### config.mk
export PLATFORM = sky130hd
export DESIGN_NAME = apb_cfg_master
export DESIGN_NICKNAME = d
export VERILOG_FILES = /design/src/rtl/apb_cfg_master_pkg.sv /design/src/rtl/apb_cfg_master_cmd_fifo.sv /design/src/rtl/apb_cfg_master.sv
export SDC_FILE = /design/constraint.sdc
export NUM_CORES = 1
export LEC_CHECK = 0
export BUFFER_PORTS_ARGS = -buffer_cell sky130_fd_sc_hd__buf_2
export CELL_PAD_IN_SITES_DETAIL_PLACEMENT = 0
export CELL_PAD_IN_SITES_GLOBAL_PLACEMENT = 2
export CORE_ASPECT_RATIO = 1.75
export CORE_UTILIZATION = 40
export CTS_BUF_LIST = sky130_fd_sc_hd__clkbuf_8
export DETAILED_ROUTE_END_ITERATION = 10
export GPL_ROUTABILITY_DRIVEN = 0
export PLACE_DENSITY_LB_ADDON = 0.1
export SETUP_SLACK_MARGIN = 0.4
export SLEW_MARGIN = 20
export SYNTH_ARGS = -nofsm -noshare
export SYNTH_HDL_FRONTEND = slang
export SYNTH_SLANG_ARGS = --single-unit
### constraint.sdc
create_clock -name pclk_i -period 2.8 [get_ports pclk_i]
set_input_delay 0.56 -clock pclk_i [delete_from_list [all_inputs] [get_ports pclk_i]]
set_output_delay 0.56 -clock pclk_i [all_outputs]
set_load 0.1 [all_outputs]
### src/rtl/apb_cfg_master_pkg.sv
// Shared definitions for the APB configuration master: FSM encoding, command
// layout and default parameter values.
package apb_cfg_master_pkg;

    localparam int unsigned DEF_ADDR_WIDTH     = 4;
    localparam int unsigned DEF_DATA_WIDTH     = 4;
    localparam int unsigned DEF_FIFO_DEPTH     = 4;
    localparam int unsigned DEF_TIMEOUT_CYCLES = 16;

    typedef enum logic [1:0] {
        ST_IDLE   = 2'd0,
        ST_SETUP  = 2'd1,
        ST_ACCESS = 2'd2,
        ST_RESP   = 2'd3
    } apb_state_t;

    // Command layout at the default widths; the master builds the same layout
    // from its own ADDR_WIDTH/DATA_WIDTH.
    typedef struct packed {
        logic                      write;
        logic [DEF_ADDR_WIDTH-1:0] addr;
        logic [DEF_DATA_WIDTH-1:0] wdata;
    } cmd_t;

endpackage

### src/rtl/apb_cfg_master_cmd_fifo.sv
// Command queue: power-of-two FIFO with wrap-around pointers and an occupancy
// count. Full/empty are decoded from the registered count only.
module cmd_fifo #(
    parameter int unsigned WIDTH = 9,
    parameter int unsigned DEPTH = 4
) (
    input  logic             pclk_i,
    input  logic             prst_n_i,
    input  logic             push_i,
    input  logic [WIDTH-1:0] push_data_i,
    input  logic             pop_i,
    output logic [WIDTH-1:0] head_o,
    output logic             full_o,
    output logic             empty_o
);

    localparam int unsigned PTR_W = $clog2(DEPTH);
    localparam int unsigned CNT_W = $clog2(DEPTH + 1);

    logic [WIDTH-1:0] mem_q [DEPTH];
    logic [PTR_W-1:0] wr_ptr_q;
    logic [PTR_W-1:0] rd_ptr_q;
    logic [CNT_W-1:0] count_q;
    logic [CNT_W-1:0] count_d;
    logic             do_push;
    logic             do_pop;

    assign full_o  = (count_q == CNT_W'(DEPTH));
    assign empty_o = (count_q == '0);
    assign do_push = push_i && !full_o;
    assign do_pop  = pop_i && !empty_o;
    assign head_o  = mem_q[rd_ptr_q];

    always_comb begin
        // NOTE: default assignment first so no path leaves count_d unassigned (no latch).
        count_d = count_q;
        if (do_push && !do_pop) begin
            count_d = count_q + CNT_W'(1);
        end else if (do_pop && !do_push) begin
            count_d = count_q - CNT_W'(1);
        end
    end

    // NOTE: storage carries no reset; count_q alone decides which entries are live.
    always_ff @(posedge pclk_i) begin
        if (do_push) begin
            mem_q[wr_ptr_q] <= push_data_i;
        end
    end

    // NOTE: non-blocking assignments so every register samples pre-edge values.
    always_ff @(posedge pclk_i or negedge prst_n_i) begin
        if (!prst_n_i) begin
            wr_ptr_q <= '0;
            rd_ptr_q <= '0;
            count_q  <= '0;
        end else begin
            count_q <= count_d;
            if (do_push) begin
                wr_ptr_q <= wr_ptr_q + PTR_W'(1);
            end
            if (do_pop) begin
                rd_ptr_q <= rd_ptr_q + PTR_W'(1);
            end
        end
    end

endmodule

### src/rtl/apb_cfg_master.sv
// APB-style configuration master: queues commands and runs them one at a time
// through SETUP/ACCESS/RESP with a bounded wait for pready_i.
module apb_cfg_master
    import apb_cfg_master_pkg::*;
#(
    parameter int unsigned ADDR_WIDTH     = DEF_ADDR_WIDTH,
    parameter int unsigned DATA_WIDTH     = DEF_DATA_WIDTH,
    parameter int unsigned FIFO_DEPTH     = DEF_FIFO_DEPTH,
    parameter int unsigned TIMEOUT_CYCLES = DEF_TIMEOUT_CYCLES
) (
    input  logic                  pclk_i,
    input  logic                  prst_n_i,
    input  logic                  cmd_valid_i,
    output logic                  cmd_ready_o,
    input  logic                  cmd_write_i,
    input  logic [ADDR_WIDTH-1:0] cmd_addr_i,
    input  logic [DATA_WIDTH-1:0] cmd_wdata_i,
    output logic                  rsp_valid_o,
    output logic [DATA_WIDTH-1:0] rsp_rdata_o,
    output logic                  rsp_error_o,
    output logic                  busy_o,
    output logic [ADDR_WIDTH-1:0] paddr_o,
    output logic [DATA_WIDTH-1:0] pwdata_o,
    output logic                  pwrite_o,
    output logic                  penable_o,
    input  logic [DATA_WIDTH-1:0] prdata_i,
    input  logic                  pready_i,
    input  logic                  perror_i
);

    typedef struct packed {
        logic                  write;
        logic [ADDR_WIDTH-1:0] addr;
        logic [DATA_WIDTH-1:0] wdata;
    } entry_t;

    localparam int unsigned       WAIT_W    = $clog2(TIMEOUT_CYCLES + 1);
    localparam logic [WAIT_W-1:0] WAIT_LAST = WAIT_W'(TIMEOUT_CYCLES - 1);

    apb_state_t            state_q;
    logic [WAIT_W-1:0]     wait_q;
    logic [ADDR_WIDTH-1:0] paddr_q;
    logic [DATA_WIDTH-1:0] pwdata_q;
    logic                  pwrite_q;
    logic                  penable_q;
    logic                  rsp_valid_q;
    logic [DATA_WIDTH-1:0] rsp_rdata_q;
    logic                  rsp_error_q;

    entry_t push_entry;
    entry_t head;
    logic   fifo_full;
    logic   fifo_empty;
    logic   fifo_push;
    logic   fifo_pop;

    assign push_entry = '{write: cmd_write_i, addr: cmd_addr_i, wdata: cmd_wdata_i};
    assign fifo_push  = cmd_valid_i && cmd_ready_o;
    assign fifo_pop   = (state_q == ST_IDLE) && !fifo_empty;

    cmd_fifo #(
        .WIDTH ($bits(entry_t)),
        .DEPTH (FIFO_DEPTH)
    ) u_cmd_fifo (
        .pclk_i      (pclk_i),
        .prst_n_i    (prst_n_i),
        .push_i      (fifo_push),
        .push_data_i (push_entry),
        .pop_i       (fifo_pop),
        .head_o      (head),
        .full_o      (fifo_full),
        .empty_o     (fifo_empty)
    );

    always_ff @(posedge pclk_i or negedge prst_n_i) begin
        if (!prst_n_i) begin
            state_q     <= ST_IDLE;
            wait_q      <= '0;
            paddr_q     <= '0;
            pwdata_q    <= '0;
            pwrite_q    <= 1'b0;
            penable_q   <= 1'b0;
            rsp_valid_q <= 1'b0;
            rsp_rdata_q <= '0;
            rsp_error_q <= 1'b0;
        end else begin
            rsp_valid_q <= 1'b0;
            unique case (state_q)
                ST_IDLE: begin
                    if (!fifo_empty) begin
                        paddr_q  <= head.addr;
                        pwdata_q <= head.wdata;
                        pwrite_q <= head.write;
                        state_q  <= ST_SETUP;
                    end
                end
                ST_SETUP: begin
                    penable_q <= 1'b1;
                    wait_q    <= '0;
                    state_q   <= ST_ACCESS;
                end
                ST_ACCESS: begin
                    // wait_q counts stalled ACCESS cycles already spent; the last
                    // allowed stall ends the transfer with an error.
                    if (pready_i) begin
                        rsp_rdata_q <= pwrite_q ? '0 : prdata_i;
                        rsp_error_q <= perror_i;
                        rsp_valid_q <= 1'b1;
                        penable_q   <= 1'b0;
                        state_q     <= ST_RESP;
                    end else if (wait_q == WAIT_LAST) begin
                        rsp_rdata_q <= '0;
                        rsp_error_q <= 1'b1;
                        rsp_valid_q <= 1'b1;
                        penable_q   <= 1'b0;
                        state_q     <= ST_RESP;
                    end else begin
                        wait_q <= wait_q + WAIT_W'(1);
                    end
                end
                ST_RESP: begin
                    pwrite_q <= 1'b0;
                    state_q  <= ST_IDLE;
                end
                default: state_q <= ST_IDLE;
            endcase
        end
    end

    assign cmd_ready_o = !fifo_full;
    assign busy_o      = (state_q != ST_IDLE) || !fifo_empty;
    assign paddr_o     = paddr_q;
    assign pwdata_o    = pwdata_q;
    assign pwrite_o    = pwrite_q;
    assign penable_o   = penable_q;
    assign rsp_valid_o = rsp_valid_q;
    assign rsp_rdata_o = rsp_rdata_q;
    assign rsp_error_o = rsp_error_q;

endmodule

; ---- Word-level counts from Yosys, hierarchy flattened
; Memory sizes are Yosys's and may differ from the RTL's.
; Index checks and enable logic that the tools add are counted.
[op_classes]
n_eq_ne = 9
add_sub_neg = 5
mux = 24
n_reduce_logical = 24
bitwise = 1
[ops]
columns = op, n
row1 = $mux 4, 3
row2 = $mux 1, 10
row3 = $mux 5, 2
row4 = $pmux 5 s2, 1
row5 = $reduce_and 2->1, 5
row6 = $reduce_bool 2->1, 5
row7 = $pmux 2 s4, 1
row8 = $logic_and 1x1->1, 6
row9 = $mux 2, 3
row10 = $mux 3, 2
row11 = $ne 2x2->1 const B, 3
row12 = $add 5x1->5 const B, 1
row13 = $eq 5x4->1 const B, 1
row14 = $add 2x1->2 const B, 2
row15 = $eq 2x2->1 const B, 2
row16 = $logic_not 1->1, 4
row17 = $pmux 1 s2, 2
row18 = $add 3x1->3 const B, 1
row19 = $eq 3x3->1 const B, 1
row20 = $logic_not 3->1, 1
row21 = $ne 3x3->1 const B, 1
row22 = $reduce_and 3->1, 1
row23 = $sub 3x1->3 const B, 1
row24 = $eq 2x1->1 const B, 1
row25 = other kinds (3), 3
[totals]
word_cells = 76
mem_bits_rw = 36
regBits = 30
n_memories = 1
input_bits = 18
out_inout_bits = 18
[mem_list]
columns = name, depth, word_bits, read_ports, rd_ports_with_merged_regs, write_ports, line
row1 = u_cmd_fifo.mem_q, 4, 9, 1, 0, 1, apb_cfg_master_cmd_fifo.sv:20  ; logic [WIDTH-1:0] mem_q [DEPTH];

; ---- Depth between registers and ports, before layout
; Gate-level depths: netlist of the first run.
[logic_depth]
ltp_word = 8
depth_mapped = 10

; ---- By module
; Synthesis of the first run repeated with hierarchy kept, for this count alone.
[unflattened]
hier_cells = 164
hier_area_um2 = 2745.1
[by_module_without_submodules]
columns = module, seq_area_each_um2, n_inst, cells_each, area_each_um2
row1 = cmd_fifo, 1256.2, 1, 82, 1735.4
row2 = apb_cfg_master, 575.6, 1, 82, 1009.7

; ---- Least setup slack after synthesis of the first run
; OpenSTA, ideal clock, no wires.
[synth_path]
kind = register to register
start = register state_q[0]
end = register u_cmd_fifo.count_q[2]
slack_ns = 0.752
path_stages_with_launch = 11
arrival_time_ns = 1.968
path_cell_list = dfrtp_1 -> inv_1 -> ha_1 -> o31ai_4 -> buf_4 -> ha_1 -> inv_1 -> fa_1 -> xor2_1 -> nor2_1 -> xor2_1
[synth_via]
elab_chain_len = 6
[synth_rtl]
columns = element, line
row1 = start: declaration, apb_cfg_master.sv:40  ; apb_state_t state_q;
row2 = start signal: assignment, apb_cfg_master.sv:77  ; state_q <= ST_IDLE;
row3 = start signal: assignment, apb_cfg_master.sv:94  ; state_q <= ST_SETUP;
row4 = start signal: assignment, apb_cfg_master.sv:100  ; state_q <= ST_ACCESS;
row5 = $logic_not 2->1 (*), apb_cfg_master.sv:59  ; assign fifo_pop = (state_q == ST_IDLE) && !fifo_empty;
row6 = $logic_and 1x1->1 (*), apb_cfg_master.sv:59
row7 = $logic_and 1x1->1 (*), apb_cfg_master_cmd_fifo.sv:31  ; assign do_pop = pop_i && !empty_o;
row8 = $logic_not 1->1, apb_cfg_master_cmd_fifo.sv:37  ; if (do_push && !do_pop) begin
row9 = $logic_and 1x1->1, apb_cfg_master_cmd_fifo.sv:37
row10 = $mux 3 / $reduce_bool 2->1 (equally long branches), -
row11 = end signal: assignment, apb_cfg_master_cmd_fifo.sv:58  ; count_q <= count_d;
row12 = end: declaration, apb_cfg_master_cmd_fifo.sv:23  ; logic [CNT_W-1:0] count_q;
; Every way passes the cells marked *; elsewhere a longest branch is shown, timed or not.
; A chain may end at the register's enable or synchronous reset.

; ---- Final worst setup path of the first run
[layout_path]
start = register state_q[0]
end = output port busy_o
[layout_via]
elab_chain_len = 2
[layout_rtl]
columns = element, line
row1 = $reduce_bool 2->1, apb_cfg_master.sv:131  ; assign busy_o = (state_q != ST_IDLE) || !fifo_empty;
row2 = $logic_or 1x1->1, apb_cfg_master.sv:131
row3 = end: declaration, apb_cfg_master.sv:21  ; output logic busy_o,
; No other way between the ends.

==> run summary, run 1 <==
The clock period could shrink to 2.26 ns. The area of the placeable core came out at 6640 um^2. The count of input and output buffers is 35, and the portion of netlist area occupied by mux cells is 12.4%. The largest clock skew in the final design is 0.0118 ns.

The mean post-synth cell area works out to 16.8 um^2. In this run the critical register-to-register path is captured at u_cmd_fifo.count_q[2]. The area fraction of the dominant cell type after synthesis works out to 39.0%. The area fraction in compound gates after synthesis was 6.04%. Measured along the x axis, the die boundary spans 65.0 um. In this design, the largest share of critical-path delay is due to buffers and inverters.

The number of nets handed over by synthesis was 196. After detailed routing, the average wire length per cell comes to 16.9 um. The detail route stage leaves a number of antenna-violating nets equal to 0.

Counting both buffers and inverters, the worst setup path holds a total of 3. Setup repair after global routing left no endpoint under its margin. The logic depth of the worst register-to-register path works out to 8. Once the floorplan was initialized, standard cells occupied 41.8% of the core. The number of pins with negative max-slew slack in the final report came out at 0. From synthesis to final layout, the design area changed by 16.5%. Xor/xnor share of the synthesized area: 2.52%.

TritonCTS built the clock tree. The peak clock frequency supported by timing is 442 MHz, and the top-level port count is 36. In the layout the commonest cells are edfxtp_1 (36), buf_2 (34), dfrtp_1 (30), inv_1 (13), mux2_2 (12). The tools report the register area share after synthesis as 66.0%. The post-detailed-route DRC marker count was 0; the relative slew slack was 51.0%. Number of sinks on the clock net: 66. The clock passes through at most 2 buffers. The classification of the worst-slack hold path is in -> async. Traced cell by cell, the critical path runs through inv_1 > ha_2 > nor4b_4 > inv_1 > buf_4.

The repair_antennas step left the layout with diodes totalling 0. Setup violations remaining at the end of the flow were counted as 0. The biggest area contributor in the post-synthesis netlist is edfxtp_1.

The overall global routing resource usage is 15.9%. The worst setup path is of the reg -> out kind. Category of the worst setup path capture point: an output pin.

After detailed routing, the total wire length is 5.03 mm. By area the synthesized netlist is led by edfxtp_1 (39%), dfrtp_1 (27%), mux4_2 (5.7%), ha_1 (5.4%), mux2_2 (4.9%). Of the available clock period, the critical path in the final layout requires 80.7%.

The most critical setup path has its endpoint at busy_o. The level count of the clock H-tree came out at 3. Counting every instance in the synthesized netlist gives 165. Cell depth of the worst setup path: 5.

At the later pin of the worst-skew pair, clock insertion delay measures 0.33 ns. The largest driver fanout on the critical path was 4. Adding up every negative setup slack in the final design gives 0 ns. Clock tree synthesis inserted a total of 9 buffers. The number of antenna violations at the first check in global routing is 0. The leading cell type in the layout, fill and taps excluded is edfxtp_1. Synthesis inferred 66 register bits. After synthesis, the largest family of logic cells by area is multiplexers. The clock root buffer was clkbuf_8.

The area share of and/or/nand/nor cells after synthesis came out at 4.42%. Slowest cell on the critical path: dfrtp_1. The logs give 625 for the total of fill cells in the finished design and 0.539 ns for the worst path setup slack after routing. The first global-routing pass estimated 8.24 mm of wire. The die area is 7290 um^2, and the clock transition at the registers of the reported paths is 0.07 ns. The setup slack of the worst register-to-register path was 0.65 ns. For the net count of the finished layout, the log shows 242. The via count was 1514. STA classifies the critical path startpoint as a flop. Detailed-router iteration count before antenna repair: 4. The data required time of the critical path is 2.24 ns, and the placement row count is 39. The startpoint identified for the worst register-to-register timing path is u_cmd_fifo.count_q[0]. Entering global routing, the biggest net connects 31 pins. Max-cap violations in this run came to 0. The run finished with clean final reports. Total of hold buffers inserted after clock tree synthesis: 0.

The Yosys step of the flow raised 0 warnings. The tools report the number of hold violations in the final report as 0. Residual overflow from global routing: 0. The count of distinct cell types in the synthesized netlist is 31. The HPWL after detailed placement is 3.50 mm. The post-placement setup slack is 0.329 ns.

For this run, the slowest stage of the critical path takes 0.42 ns. The critical path starts at state_q[0]. For the via count of the first global-routing pass, the log shows 1674.

At the pin with the least slew margin, the transition time is 0.735 ns. The fraction of the mapped netlist area in adder cells was 6.13%; the DRC violation total after the first TritonRoute iteration was 26. Dividing the detail-routed via count by the number of cells gives 5.08. The most numerous cell type found on the critical path is inv_1. From bottom edge to top edge, the die measures 112 um. The data arrival time at the worst-slack endpoint is 1.70 ns, and the post-synthesis instance area is 2780 um^2. The fraction of layout cells with a size suffix above 1 was 35.6%.
-- flip-flops by register name, indices dropped and copies added (netlist names) --
signal / cells
u_cmd_fifo.mem_q: 36
wait_q: 5
paddr_o: 4
pwdata_o: 4
rsp_rdata_o: 4
u_cmd_fifo.count_q: 3
state_q: 2
u_cmd_fifo.rd_ptr_q: 2
u_cmd_fifo.wr_ptr_q: 2
penable_o: 1
pwrite_o: 1
rsp_error_o: 1
rsp_valid_o: 1
-- worst reg2reg max path, cell delays in order, from the launching register on --
cell and delay (ns):
dfrtp_1 0.55, nor2_1 0.12, a21boi_2 0.31, ha_1 0.24
inv_1 0.06, fa_1 0.37, xor2_1 0.17, nor2_1 0.11
xor2_1 0.16
-- repair_timing --
action | CTS | global route
gates resized for setup | 1 | 3
setup buffers | 1 | 1
endpoints found under the setup margin | 3 | 1
pin swaps | 1 | 0
hold endpoints to repair | 0 | 0
-- cells in the mapped netlist --
| master | instances |
|---|---|
| nand2b_1 | 1 |
| mux4_1 | 2 |
| and3_1 | 2 |
| xor2_1 | 5 |
| buf_6 | 1 |
| edfxtp_1 | 36 |
| o22a_1 | 1 |
| nor3b_1 | 3 |
| o21ai_0 | 4 |
| a21o_1 | 2 |
| a21oi_1 | 1 |
| ha_1 | 12 |
| and2_1 | 4 |
| nand2_1 | 4 |
| o32a_1 | 1 |
| clkbuf_1 | 2 |
| inv_1 | 11 |
| a31oi_1 | 2 |
| nor2_1 | 7 |
| nor4b_2 | 1 |
| a21boi_2 | 1 |
| buf_4 | 1 |
| o31ai_4 | 1 |
| mux4_2 | 7 |
| a32o_1 | 1 |
| mux2_2 | 12 |
| fa_1 | 1 |
| dfrtp_1 | 30 |
| xnor2_1 | 3 |
| a21bo_2 | 1 |
| a22o_1 | 5 |
-- kinds of logic after synthesis --
| kind of cell | after synthesis |
|---|---|
| flops | 66 |
| buf+inv | 15 |
| xor+xnor | 8 |
| compound gates | 20 |
| fa+ha+maj | 13 |
| simple gates | 22 |
| mux | 21 |
-- worst min path at each step --
stage,end,from,slack [ns],depth (start not counted)
final,wait_q[0],prst_n_i,0.28,1
after detailed placement,wait_q[3],wait_q[3],0.48,1
after global routing,wait_q[0],prst_n_i,0.32,1
after floorplan,paddr_o[0],prst_n_i,0.26,0
after CTS,state_q[0],prst_n_i,0.29,1
after global placement,wait_q[3],wait_q[3],0.46,1
-- cell type report --
class / count / area (um^2) / share of cell area, %
well taps: 82 / 103 / 3.17
multi-input cells: 84 / 887 / 27.4
clock inverters: 7 / 38.8 / 1.20
flip-flops and latches: 66 / 1830 / 56.7
repair buffers: 39 / 208 / 6.42
clock buffers: 9 / 124 / 3.83
inverters: 11 / 41.3 / 1.28
-- metal layers --
layer / wire [um] / GRT usage [%] / vias up
li1: - / - / 700
met1: 1850 / 16.2 / 775
met2: 2900 / 28.6 / 31
met3: 197 / 4.27 / 8
met4: 74 / 8.00 / 0
met5: 0 / 0 / -
-- stage by stage --
step	area [um^2]	hold WS (ns)	instances	util, %
floorplan	2780	0.264	165	-
global placement	3040	0.463	280	45.8
detailed placement	3040	0.484	280	45.8
CTS	3220	0.291	297	48.5
global route	3230	0.322	298	48.7
finish	3230	0.282	298	48.7
Power of run 1 is left out: the tool's default activity adds up to more than one toggle a clock period on the data nets, which glitch-free logic cannot reach.
==> run 2: changes to the inputs <==
--- a/config.mk
+++ b/config.mk
@@ -5,11 +5,12 @@
 export SDC_FILE = /design/constraint.sdc
 export NUM_CORES = 1
 export LEC_CHECK = 0
+export ABC_AREA = 1
 export BUFFER_PORTS_ARGS = -buffer_cell sky130_fd_sc_hd__buf_2
 export CELL_PAD_IN_SITES_DETAIL_PLACEMENT = 0
 export CELL_PAD_IN_SITES_GLOBAL_PLACEMENT = 2
 export CORE_ASPECT_RATIO = 1.75
-export CORE_UTILIZATION = 40
+export CORE_UTILIZATION = 34
 export CTS_BUF_LIST = sky130_fd_sc_hd__clkbuf_8
 export DETAILED_ROUTE_END_ITERATION = 10
 export GPL_ROUTABILITY_DRIVEN = 0
==> constraint.sdc (replaced) <==
create_clock -name pclk_i -period 1.86 [get_ports pclk_i]
set_input_delay 0.372 -clock pclk_i [delete_from_list [all_inputs] [get_ports pclk_i]]
set_output_delay 0.372 -clock pclk_i [all_outputs]
set_load 0.1 [all_outputs]
==> run summary, run 2 <==
The total of endpoints with negative setup slack in the final report came out at 0 (unchanged). The total of fill cells in the finished design was 894 (+43%). The detail-routed via count per cell was 4.26 (-16%); the post-synthesis to final-layout area growth was 26.1%. The HPWL after detailed placement was 4.50 mm (+28%). The register area share after synthesis was 60.2% (-5.8 points); the total of hold buffers inserted after clock tree synthesis was 0 (unchanged). The run gives 0 (unchanged) as the number of pins with negative max-slew slack in the final report.

The logs give 0.0333 ns (-0.296 ns) for the post-placement setup slack and 3040 um^2 (+9.6%) for the post-synthesis instance area. The initial core utilization is 35.1% (-6.7 points), and the number of nets with antenna violations after detailed routing is 0 (unchanged). The mean post-synth cell area works out to 9.85 um^2 (-41%).

The count of input and output buffers was 35 (unchanged); the area of the placeable core was 8670 um^2 (+31%). The tools report the top-level port count as 36 (unchanged). The number of antenna violations at the first check in global routing is 0 (unchanged). The leading cell type in the layout, fill and taps excluded is nand2_1. The run gives 2.02 ns (+0.32 ns) as the data arrival time at the worst-slack endpoint. The pin count of the biggest net entering global routing is 31 (unchanged), and the number of sinks on the clock net is 66 (unchanged). The non-filler instance count after layout is 493 (+65%), and the clock transition at the registers of the reported paths is 0.07 ns (about the same). The most flop-heavy register is u_cmd_fifo.mem_q.

The run gives 340 (+73%) as the post-synth net total. The area fraction of the dominant cell type after synthesis was 35.5% (-3.4 points). Setup repair after global routing could not meet its margin everywhere. Yosys attributes the largest share of cell area to edfxtp_1 (36%), dfrtp_1 (25%), nand2_1 (12%), inv_1 (6.9%), ha_1 (4.9%). For the count of distinct cell types in the synthesized netlist, the log shows 29 (-6.5%). Summed over all instances, the cell type with the most area after synthesis is edfxtp_1. For the via count, the log shows 2102 (+39%). The share of the core filled with cells is 44.2% (-4.5 points), and the placement row count is 45 (+15%). Gate count after technology mapping: 309 (+87%). The portion of netlist area occupied by mux cells is 0.370% (-12 points).

The residual overflow from global routing came out at 0 (unchanged). The overall global routing resource usage was 15.5% (-0.40 points). The net count of the finished layout was 402 (+66%).

The synthesis-stage register bit count is 66 (unchanged), and the final-layout setup total negative slack is 0 ns (unchanged). The fraction of layout cells with a size suffix above 1 is 28.7% (-6.9 points). Data required time of the critical path: 2.08 ns (-0.16 ns). The peak clock frequency supported by timing is 556 MHz, and the DRC violation total after the first TritonRoute iteration is 79 (+200%). Tracing the worst setup path back leads to its startpoint at u_cmd_fifo.count_q[0]. The primary flip-flop cell chosen by synthesis mapping was edfxtp_1. The logic depth of the worst register-to-register path was 8 (unchanged).

The async set-or-reset flop fraction in the synthesized netlist is 45.5% (unchanged). In the final layout, the registers with the most flip-flops are u_cmd_fifo.mem_q: 36 flops, wait_q: 5 flops. For the insertion delay of the later-clocked pin in the worst-skew pair, the log shows 0.33 ns (about the same).

Area share of and/or/nand/nor cells after synthesis: 21.3% (+17 points). Minimum clock period after layout: 1.80 ns. The setup path with the least slack is of type reg -> reg. The Yosys warning count came out at 0 (unchanged).

The number of hold violations in the final report was 0 (unchanged). The worst path setup slack after routing was 0.0610 ns (-0.478 ns). Classification of the worst-slack hold path: in -> async. The clock root buffer was clkbuf_8. The flip-flop count of the largest register, all copies and words added was 36 (unchanged); the via count of the first global-routing pass was 2135 (+28%). STA classifies the critical path endpoint as a flop. The horizontal die dimension works out to 73.5 um (+13%). The die extent in y came out at 127 um (+13%). The slew of the pin with the lowest slew margin works out to 0.722 ns (-0.0131 ns).

The relative slew slack was 51.9% (+0.87 points); the number of synthesized flops with an enable pin was 36 (unchanged). The tools report the wire length after detailed routing as 6.33 mm (+26%). Clock buffer count from CTS: 9 (unchanged).

The level count of the clock H-tree was 3 (unchanged). Leaving out fill and tap cells, the most frequent cells in the layout are nand2_1 (93), inv_1 (51), buf_4 (37), edfxtp_1 (36), dfrtp_1 (30). Dominant combinational cell family by area after synthesis: simple AND/OR/NAND/NOR gates. The die area came out at 9350 um^2 (+28%).

For the global-route wire length before repair, the log shows 10.4 mm (+26%). Xor/xnor share of the synthesized area: 1.40% (-1.1 points). The largest clock skew in the final design is 0.00727 ns (-0.00449 ns).

In this run the critical register-to-register path is launched from u_cmd_fifo.count_q[0]. The logs give 0 (unchanged) for the antenna diode count and 4 (unchanged) for the detailed-router iteration count before antenna repair. The flow ran to the end, and the final reports show no timing, DRC or antenna violations. The number of instances in the placed design was 469 (+68%); the routed length per placed instance was 12.8 um (-24%). The commonest cells after synthesis are nand2_1 (97), inv_1 (56), edfxtp_1 (36).

The number of maximum-capacitance violations was 0 (unchanged); the worst-case clock buffer depth was 2 (unchanged). The area fraction in compound gates after synthesis is 1.77% (-4.3 points), and the largest driver fanout on the critical path is 3 (-1). The post-route fraction of the period consumed by the critical path is 96.7%. By instance count, the leading cell after synthesis is nand2_1. The run gives 0 (unchanged) as the post-detailed-route DRC marker count.

TritonCTS built the clock tree. The fraction of the mapped netlist area in adder cells works out to 5.59% (-0.54 points). Critical path startpoint category: a flop.
run 2: cell types whose count changed after synthesis, moves of 4 or more:
cell     change
mux2_2      -11
inv_2        +4
nand2_2      +5
and2_1       -4
nand2_1     +93
inv_1       +45
mux4_2       -7
a22o_1       -5
nand3_1     +27
nor2_1       +6
run 2: cells by family (layout without fill, tap and decap cells):
| family | after synthesis | in the layout |
|---|---|---|
| AO/OA/AOI/OAI | 9 | 9 |
| AND/OR/NAND/NOR | 149 | 149 |
| adder cells (fa/ha/maj) | 13 | 13 |
| buffers and inverters | 67 | 134 |
| XOR/XNOR | 4 | 4 |
| multiplexers | 1 | 1 |
| flip-flops | 66 | 66 |
run 2: final timing paths:
check / end / slack [ns]
setup / recovery: u_cmd_fifo.count_q[1] / 0.06
hold / removal: rsp_error_o / 0.09
setup reg to reg: u_cmd_fifo.count_q[1] / 0.06
hold reg to reg: rsp_rdata_o[1] / 0.48
max in group asynchronous: u_cmd_fifo.wr_ptr_q[0] / 1.31
min in group pclk_i: u_cmd_fifo.mem_q[3][4] / 0.25
run 2: cell type report:
| cell class | instances | area, um^2 | share of cell area (%) |
|---|---|---|---|
| multi-input combinational | 176 | 1040 | 27.0 |
| clock buffer | 9 | 124 | 3.23 |
| inverter | 61 | 236 | 6.16 |
| timing repair buffer | 57 | 399 | 10.4 |
| tap | 117 | 146 | 3.82 |
| clock inverter | 7 | 61.3 | 1.60 |
| sequential | 66 | 1830 | 47.7 |
run 2: worst max-delay path, cell delays in order (launching register included):
cell,delay [ns]
dfrtp_1,0.41
nor2_4,0.20
nand2_8,0.08
nand2_8,0.07
inv_6,0.03
ha_4,0.15
inv_2,0.06
fa_2,0.42
mux2_4,0.27
run 2: layer usage:
metal	global-route usage (%)	share of wire [%]	vias to the layer above
met5	0	0	-
li1	-	-	1070
met3	5.05	2.6	6
met4	6.11	1.4	0
met2	28.0	57	18
met1	16.0	39	1008
run 2: what timing repair did:
item | CTS | global route
buffers inserted | 4 | 4
resized for setup | 28 | 12
pin swaps | 5 | 4
endpoints found under the setup margin | 33 | 21
run 2: per-stage QoR:
step / area (um^2) / hold slack, ns
2_1_floorplan: 3090 / 0.0764
3_3_place_gp: 3480 / 0.451
3_5_place_dp: 3480 / 0.462
4_1_cts: 3780 / 0.0947
5_1_grt: 3840 / 0.122
6_report: 3840 / 0.0852
Power of run 2 is left out for the same reason.
==> run 3: changes to the inputs <==
--- a/config.mk
+++ b/config.mk
@@ -14,7 +14,7 @@
 export CTS_BUF_LIST = sky130_fd_sc_hd__clkbuf_8
 export DETAILED_ROUTE_END_ITERATION = 10
 export GPL_ROUTABILITY_DRIVEN = 0
-export PLACE_DENSITY_LB_ADDON = 0.1
+export PLACE_DENSITY = 0.87
 export SETUP_SLACK_MARGIN = 0.4
 export SLEW_MARGIN = 20
 export SYNTH_ARGS = -nofsm -noshare
==> run summary, run 3 (synthesis gave the netlist of run 2 again) <==
The horizontal die dimension was 73.5 um (unchanged); the total of endpoints with negative setup slack in the final report was 0 (unchanged). The tools report the initial core utilization as 35.1% (unchanged). The longest individual stage delay on the worst path was 0.41 ns (about the same). The fraction of layout cells with a size suffix above 1 came out at 28.6% (-0.15 points).

The wire length after detailed routing was 5.81 mm (-8.2%). The run gives 54.9% (+3.0 points) as the relative slew slack. The logs give 14.6% (-0.88 points) for the overall global routing resource usage and 0 (unchanged) for the number of hold violations in the final report. The number of maximum-capacitance violations is 0 (unchanged), and the level count of the clock H-tree is 3 (unchanged). For the via count, the log shows 2075 (-1.3%). The minimum clock period after layout works out to 1.78 ns (-0.0154 ns).

The post-synthesis to final-layout area growth is 25.9% (about the same), and the number of antenna violations at the first check in global routing is 0 (unchanged). The residual overflow from global routing was 0 (unchanged); the slew of the pin with the lowest slew margin was 0.677 ns (-0.0455 ns). The cell that appears most often on the critical path is nand2_8. The global-route wire length before repair was 9.95 mm (-4.3%); the largest driver fanout on the critical path was 3 (unchanged). The post-route fraction of the period consumed by the critical path is 95.9% (-0.83 points), and the post-detailed-route DRC marker count is 0 (unchanged). The path class of the tightest hold or removal check is in -> async. The run gives 2124 (-0.52%) as the via count of the first global-routing pass. The data required time of the critical path was 2.09 ns (about the same); the number of sinks on the clock net was 66 (unchanged).

The tools report the pin count of the biggest net entering global routing as 31 (unchanged). The die extent in y works out to 127 um (unchanged). The clock root buffer was clkbuf_8.

The worst setup path is captured at a flop. The top-level port count was 36 (unchanged). The clock buffer count from CTS was 9 (unchanged); the antenna diode count was 0 (unchanged). The worst-case clock buffer depth came out at 2 (unchanged). The net count of the finished layout is 397 (-1.2%), and the routed length per placed instance is 11.9 um (-7.3%). Worst path setup slack after routing: 0.0764 ns (+0.0154 ns). The placement row count is 45 (unchanged).

The detail-routed via count per cell came out at 4.25 (-0.27%). The largest registers in the layout are u_cmd_fifo.mem_q: 36 flops, wait_q: 5 flops. The insertion delay of the later-clocked pin in the worst-skew pair came out at 0.34 ns (about the same). More flip-flops sit in one register than any other, and that register is u_cmd_fifo.mem_q.

The number of nets with antenna violations after detailed routing is 0 (unchanged). For this design, the slowest cell found on the critical path is dfrtp_1. TritonCTS built the clock tree. The run gives 561 MHz (+0.86%) as the peak clock frequency supported by timing. For the die area, the log shows 9350 um^2 (unchanged). The critical path in this run is classified as reg -> reg.

The largest clock skew in the final design is 0.00727 ns (-0.00000311 ns), and the clock transition at the registers of the reported paths is 0.07 ns (about the same). The total of fill cells in the finished design came out at 863 (-3.5%). For the post-placement setup slack, the log shows 0.0117 ns (-0.0215 ns). The signal on the critical path passes through nor2_4 > nand2_8 > nand2_8 > inv_4 > ha_4 > inv_2 > fa_1 > mux2_2. Detailed-router iteration count before antenna repair: 4 (unchanged). The tools report the number of pins with negative max-slew slack in the final report as 0 (unchanged). The count of input and output buffers works out to 35 (unchanged). The worst setup path is launched from a flop.

For the area of the placeable core, the log shows 8670 um^2 (unchanged). The top cell types in the final layout, fill and taps aside, are nand2_1 (90), inv_1 (52), edfxtp_1 (36), dfrtp_1 (30), buf_4 (29). Leaving out fill and tap cells, the most frequent cell in the layout is nand2_1.

The total of hold buffers inserted after clock tree synthesis was 0 (unchanged). The DRC violation total after the first TritonRoute iteration is 71 (-10%), and the data arrival time at the worst-slack endpoint is 2.01 ns (about the same). Setup repair after global routing could not meet its margin everywhere. The run finished with clean final reports.

The flip-flop count of the largest register, all copies and words added is 36 (unchanged). The HPWL after detailed placement came out at 4.09 mm (-9.2%).
-- run 3: final cells by class --
cell class	count	area, um^2	area share [%]
flip-flops and latches	66	1830	47.8
multi-input cells	176	1050	27.4
repair buffers	52	397	10.3
inverters	61	238	6.20
well taps	117	146	3.82
clock buffers	10	138	3.59
clock inverters	6	33.8	0.881
-- run 3: stage by stage --
step / util (%) / setup TNS (ns) / hold WS, ns / cells / cell area (um^2)
after global placement: 39.9 / 0 / 0.453 / 466 / 3460
after CTS: 43.6 / 0 / 0.0731 / 487 / 3780
final: 44.2 / 0 / 0.0664 / 488 / 3830
after global routing: 44.2 / 0 / 0.115 / 488 / 3830
after floorplan: - / -0.0943 / 0.0764 / 309 / 3090
after detailed placement: 39.9 / 0 / 0.453 / 466 / 3460
-- run 3: final timing paths --
path	depth (start not counted)	slack (ns)	startpoint	to
max reg2reg	8	0.08	u_cmd_fifo.count_q[0]	u_cmd_fifo.count_q[1]
min in group pclk_i	1	0.24	cmd_wdata_i[3]	u_cmd_fifo.mem_q[3][3]
min reg2reg	2	0.47	penable_o	penable_o
max	8	0.08	u_cmd_fifo.count_q[0]	u_cmd_fifo.count_q[1]
max in group asynchronous	1	1.36	prst_n_i	u_cmd_fifo.rd_ptr_q[1]
min	1	0.07	prst_n_i	penable_o
-- run 3: routing by layer --
metal | share of wire (%) | GRT usage [%]
met5 | 0 | 0
met4 | 2.5 | 7.35
met3 | 3.5 | 4.73
met2 | 52 | 24.2
met1 | 42 | 16.4
-- run 3: critical path, delay by kind of cell, from the launching register on --
family,cells,cell delay (ns)
adder cells (fa/ha/maj),2,0.54
flip-flops,1,0.41
AND/OR/NAND/NOR,3,0.36
multiplexers,1,0.27
buffers and inverters,2,0.09
-- run 3: repair_timing --
action                                  4_1_cts  5_1_grt
setup buffers                                 5        1
pin swaps                                     5        6
gates resized for setup                      32       15
endpoints found under the setup margin       28       26
cloned                                        0        0
Power of run 3 is left out for the same reason.
